## src/rtl/qspi_rx_pack_fifo.sv

```systemverilog
// RX FIFO for the QSPI datapath: packs IN_W-bit items little-endian into
// WIDTH-bit words with a valid-lane count, and presents the head word show-ahead.
module qspi_rx_pack_fifo #(
  parameter int IN_W  = 8,
  parameter int WIDTH = 32,
  parameter int DEPTH = 16,
  localparam int RATIO = WIDTH / IN_W,
  localparam int AW    = $clog2(DEPTH),
  localparam int CW    = $clog2(RATIO) + 1
) (
  input  logic             clk,
  input  logic             resetn,
  input  logic             flush_i,
  input  logic             wr_en_i,
  input  logic [IN_W-1:0]  wr_data_i,
  input  logic             wr_last_i,
  input  logic             rd_en_i,
  output logic [WIDTH-1:0] rd_data_o,
  output logic [CW-1:0]    rd_bytes_o,
  output logic             empty_o,
  output logic             full_o,
  output logic [AW:0]      level_o,
  input  logic [AW:0]      afull_thresh_i,
  output logic             afull_o,
  output logic             pack_busy_o,
  output logic             overflow_o,
  output logic             underflow_o,
  input  logic             clr_err_i
);

  localparam int LW = CW - 1;
  localparam logic [LW-1:0] LAST_IDX = LW'(RATIO - 1);
  localparam logic [AW:0]   FULL_CNT = (AW + 1)'(DEPTH);

  typedef struct packed {
    logic [CW-1:0]    bytes;
    logic [WIDTH-1:0] data;
  } entry_t;

  entry_t           r_mem [DEPTH];
  logic [AW-1:0]    r_wr_ptr;
  logic [AW-1:0]    r_rd_ptr;
  logic [AW:0]      r_count;
  logic [LW-1:0]    r_idx;
  logic [WIDTH-1:0] r_pack;
  logic             r_overflow;
  logic             r_underflow;

  logic [WIDTH-1:0] w_pack_next;
  logic             w_commit;
  logic             w_push;
  logic             w_pop;
  logic             w_ovf_evt;
  logic             w_udf_evt;
  logic             w_full;
  logic             w_empty;
  entry_t           w_head;

  assign w_full  = (r_count == FULL_CNT);
  assign w_empty = (r_count == '0);

  // Lanes above r_idx are always zero because the packer is cleared on every
  // commit, drop and flush, so the committed word needs no extra masking.
  always_comb begin
    w_pack_next = r_pack;
    w_pack_next[r_idx*IN_W +: IN_W] = wr_data_i;
  end

  // Flush overrides every same-cycle event, including the error flags.
  assign w_commit  = wr_en_i && ((r_idx == LAST_IDX) || wr_last_i) && !flush_i;
  assign w_push    = w_commit && !w_full;
  assign w_ovf_evt = w_commit && w_full;
  assign w_pop     = rd_en_i && !w_empty && !flush_i;
  assign w_udf_evt = rd_en_i && w_empty && !flush_i;

  // NOTE: the storage array has no reset; empty_o masks stale contents, and
  // keeping it out of the reset tree lets it map onto plain RAM.
  always_ff @(posedge clk) begin
    if (w_push) begin
      r_mem[r_wr_ptr] <= '{bytes: CW'(r_idx) + CW'(1), data: w_pack_next};
    end
  end

  // Packer lane index and partial-word register.
  always_ff @(posedge clk or negedge resetn) begin
    if (!resetn) begin
      r_idx  <= '0;
      r_pack <= '0;
    end else if (flush_i || w_commit) begin
      r_idx  <= '0;
      r_pack <= '0;
    end else if (wr_en_i) begin
      r_idx  <= r_idx + LW'(1);
      r_pack <= w_pack_next;
    end
  end

  // Pointers and occupancy count.
  always_ff @(posedge clk or negedge resetn) begin
    if (!resetn) begin
      r_wr_ptr <= '0;
      r_rd_ptr <= '0;
      r_count  <= '0;
    end else if (flush_i) begin
      r_wr_ptr <= '0;
      r_rd_ptr <= '0;
      r_count  <= '0;
    end else begin
      if (w_push) r_wr_ptr <= r_wr_ptr + AW'(1);
      if (w_pop)  r_rd_ptr <= r_rd_ptr + AW'(1);
      unique case ({w_push, w_pop})
        2'b10:   r_count <= r_count + (AW + 1)'(1);
        2'b01:   r_count <= r_count - (AW + 1)'(1);
        default: r_count <= r_count;
      endcase
    end
  end

  // Sticky error flags; a new event in the clearing cycle keeps the flag set.
  always_ff @(posedge clk or negedge resetn) begin
    if (!resetn) begin
      r_overflow  <= 1'b0;
      r_underflow <= 1'b0;
    end else begin
      if (w_ovf_evt)      r_overflow <= 1'b1;
      else if (clr_err_i) r_overflow <= 1'b0;
      if (w_udf_evt)      r_underflow <= 1'b1;
      else if (clr_err_i) r_underflow <= 1'b0;
    end
  end

  assign w_head      = r_mem[r_rd_ptr];
  assign rd_data_o   = w_empty ? '0 : w_head.data;
  assign rd_bytes_o  = w_empty ? '0 : w_head.bytes;
  assign empty_o     = w_empty;
  assign full_o      = w_full;
  assign level_o     = r_count;
  assign afull_o     = (r_count >= afull_thresh_i);
  assign pack_busy_o = (r_idx != '0);
  assign overflow_o  = r_overflow;
  assign underflow_o = r_underflow;

endmodule

```

## config.mk

```make
export PLATFORM = sky130hd
export DESIGN_NAME = qspi_rx_pack_fifo
export DESIGN_NICKNAME = d
export VERILOG_FILES = /design/src/rtl/qspi_rx_pack_fifo.sv
export SDC_FILE = /design/constraint.sdc
export NUM_CORES = 1
export LEC_CHECK = 0
export ABC_AREA = 1
export CAP_MARGIN = 40
export CORE_MARGIN = 2
export CORE_UTILIZATION = 60
export CTS_CLUSTER_DIAMETER = 200
export DETAILED_ROUTE_END_ITERATION = 10
export GPL_ROUTABILITY_DRIVEN = 0
export PLACE_DENSITY = 0.87
export SYNTH_ARGS = -nofsm -noshare
export SYNTH_HDL_FRONTEND = slang
export SYNTH_SLANG_ARGS = --single-unit
```

## constraint.sdc

```tcl
create_clock -name clk -period 7.5 [get_ports clk]
set_clock_uncertainty 0.05 [all_clocks]
set_input_delay 1.5 -clock clk [delete_from_list [all_inputs] [get_ports clk]]
set_output_delay 1.5 -clock clk [all_outputs]
set_load 0.05 [all_outputs]
```

==> results by group <==
STA
  • RSZ-0062 raised after global routing: false
  • Relative slew slack: 0.05198
  • Final hold violation count: 0
  • Max Slew Vio Count: 0
  • Worst Max-Slew Pin Slew: 1422 ps
  • Minimum clock period: around 6000 ps
  • F_max: between 0.15 and 0.2 GHz
  • Final setup viols: 0
  • Period utilisation layout: 0.7976
  • Setup_tns: 0 ps

Logic synthesis
  • Cell count after synthesis: roughly 1900
  • Post-synth cell types: 39
  • Seq/Total Area, Yosys: 0.7204
  • Post-synth EDFFs: 560
  • Synth cell count leaders: edfxtp_1, nand2_1, a21oi_1, nor2_1, o21ai_0
  • Top cell type's share of synthesized area: 0.6714
  • Avg Inst Size Synth: between 10 and 15 um2
  • Mapped Nets: about 2000
  • Async S/R FF share, synth: 0.08046
  • #FFs+latches synth: between 600 and 700
  • Synth Cell Area: ~25000 um2
  • Ys Warns: 0
  • Top cells by area, synth: edfxtp_1, nand2_1, dfrtp_1
  • Count leader, synth: edfxtp_1
  • Post-synth top area cell: edfxtp_1
  • Dominant synthesized flop cell: edfxtp_1

Route
  • Vias post-DR: 16530
  • WL/cell: approximately 25 um
  • Vias/cell: ~6.5
  • DRC Markers: 0
  • Post-route antenna net violation count: 0
  • First-pass DRT Iterations: 5
  • DR iter-0 viols: about 2300
  • Final WL: 63.06 mm

Placement
  • PortBufs: 65
  • DP Wirelength: 31.92 mm
  • Placed cell areas: around 26000 um2

Worst setup path
  • Type of the worst setup path: reg2out
  • CP arrival: around 4400 ps
  • Critical Path End Type: primary output
  • CP max FO: around 240
  • Worst path required time: between 5000 and 6000 ps
  • Crit start category: flip-flop

Power and ir drop
  • PwrDens: around 320 nW/um2
  • Static Leak: between 9 and 10 nW
  • Internal power: between 0.006 and 0.007 W
  • Clock power share: 0.305
  • Switching pwr: roughly 0.003 W
  • Sw Share: 0.3321
  • VDD IR max: 0.0004536 V
  • Logic pwr share: 0.281
  • Part of the power in registers: 0.414

Floorplan
  • Num rows: 74
  • Core ar.: between 40000 and 50000 um2
  • Vert. Die Dim: around 210 um
  • Die Area: between 40000 and 50000 um2
  • Starting Density: 0.6106
  • Die width: ~210 um
  • I/O pin count: 66

Global route
  • First-pass GRT wire length: between 90 and 100 mm
  • Total gr overflow: 0
  • Vias in the first global route: 16730
  • Largest net degree at the start of global routing: 243
  • Initial antenna violation count: 0
  • Global Route Usage Sum: 0.2882

Worst hold path
  • Worst min path class: reg2reg

Clock tree
  • Latest clock arrival within the worst-skew pair: slightly above 600 ps
  • Clock transition at the registers of the reported paths: 60 ps
  • CTS buffer count: 58
  • CTS H-tree depth: 2
  • Root Driver: clkbuf_16
  • Hold buffers post-CTS: 0
  • Clk sink count: roughly 610
  • Post-CTS sizing: 0
  • CTS tree: yes
  • Maximum root-to-sink buffer count: 3
  • Post-CTS Setup Repair Bufs: 0

Layout
  • Fill cells: approximately 2500
  • Share of cells above drive strength 1: 0.1179
  • Multi-input logic area: between 6000 and 7000 um2
  • Final instance area: ~28000 um2
  • Area delta synth->final: 12.71%
  • Final nets: 2017
  • Register Area: ~18000 um2
  • Fin util: 0.6882
  • Number of diodes: 0

Run
  • Max-cap violations: 0

Run status
  • Outcome: complete, no violations
[flip-flops by register name, summed over array words and instances (netlist names)]
name,cells
r_rd_ptr,4
underflow_o,1
r_idx,2
r_mem,560
r_wr_ptr,4
level_o,5
overflow_o,1
r_pack,32
[cells by family (layout without fill, tap and decap cells)]
| group | Yosys count | in the layout | share of synthesized area |
|---|---|---|---|
| flops | 609 | 609 | 0.7204 |
| buf+inv | 215 | 335 | 0.03962 |
| fa+ha+maj | 18 | 18 | 0.008992 |
| compound gates | 476 | 476 | 0.1296 |
| xor+xnor | 2 | 2 | 0.0006995 |
| mux | 35 | 35 | 0.01399 |
| simple gates | 553 | 553 | 0.08677 |
[final timing paths]
check,slack [ps],cells after the start,end,startpoint
worst min register to register,480,2,underflow_o,underflow_o
max in group asynchronous,5930,2,r_rd_ptr[0],resetn
min in group asynchronous,950,2,r_wr_ptr[1],resetn
worst max register to register,3960,8,r_mem[13][23],r_idx[0]
worst max-delay path,1520,6,rd_data_o[20],r_rd_ptr[0]
worst min-delay path,480,2,underflow_o,underflow_o
[final cells by class]
| type | count | share of cell area |
|---|---|---|
| inverter | 98 | 0.01321 |
| timing repair buffer | 128 | 0.04211 |
| sequential | 609 | 0.6394 |
| tap | 532 | 0.02358 |
| clock buffer | 84 | 0.05740 |
| clock inverter | 25 | 0.006737 |
| multi-input combinational | 1084 | 0.2176 |
[power by group through the flow]
stage          combinational (W)  sequential, W  clock [W]
3_5_place_dp             0.00253        0.00386          0
3_3_place_gp             0.00244        0.00386          0
5_1_grt                  0.00272        0.00380    0.00294
6_report                 0.00257        0.00379    0.00279
4_1_cts                  0.00255        0.00379    0.00280
2_1_floorplan            0.00185        0.00386          0
[critical path: stages (launching register included)]
cell             delay [ps]
dfrtp_4                 770
buf_12                  700
o21ai_0                 310
o22ai_1                 270
nand2_1                 100
a211oi_2                320
clkdlybuf4s50_1         860
[through the flow]
stage,hold slack [ps],instances,total power [W],setup slack (ps)
2_1_floorplan,436.1,1908,0.005712,3160
3_5_place_dp,473.8,2451,0.006386,2298
4_1_cts,486.0,2560,0.009146,1621
5_1_grt,510.3,2560,0.009454,1433
6_report,484.6,2560,0.009154,1518
3_3_place_gp,449.9,2422,0.006299,2346
[cells in the final DEF, fill, tap and decap left out, types with 12 or more instances in the layout]
| master | n |
|---|---|
| ha_1 | 18 |
| buf_4 | 58 |
| inv_1 | 90 |
| clkdlybuf4s50_1 | 64 |
| a21boi_0 | 35 |
| a21oi_1 | 145 |
| nor3_1 | 36 |
| dfrtp_1 | 46 |
| clkbuf_16 | 59 |
| a211oi_2 | 35 |
| o21ai_0 | 103 |
| nand2_1 | 348 |
| clkbuf_1 | 20 |
| a221oi_1 | 12 |
| edfxtp_1 | 560 |
| nor2_1 | 128 |
| mux2i_1 | 35 |
| a221oi_2 | 23 |
| o22ai_1 | 67 |
| o221ai_1 | 35 |
| o21ai_1 | 13 |
| nor2_4 | 16 |
[routing by layer]
metal / GRT usage / wire length, um / up-vias
li1: - / - / 7123
met1: 0.3798 / 22830 / 7965
met2: 0.4655 / 30400 / 1215
met3: 0.06717 / 7473 / 223
met4: 0.1211 / 2358 / 0
met5: 0 / 0 / -
No activity file was read; power rests on OpenSTA's default activity.
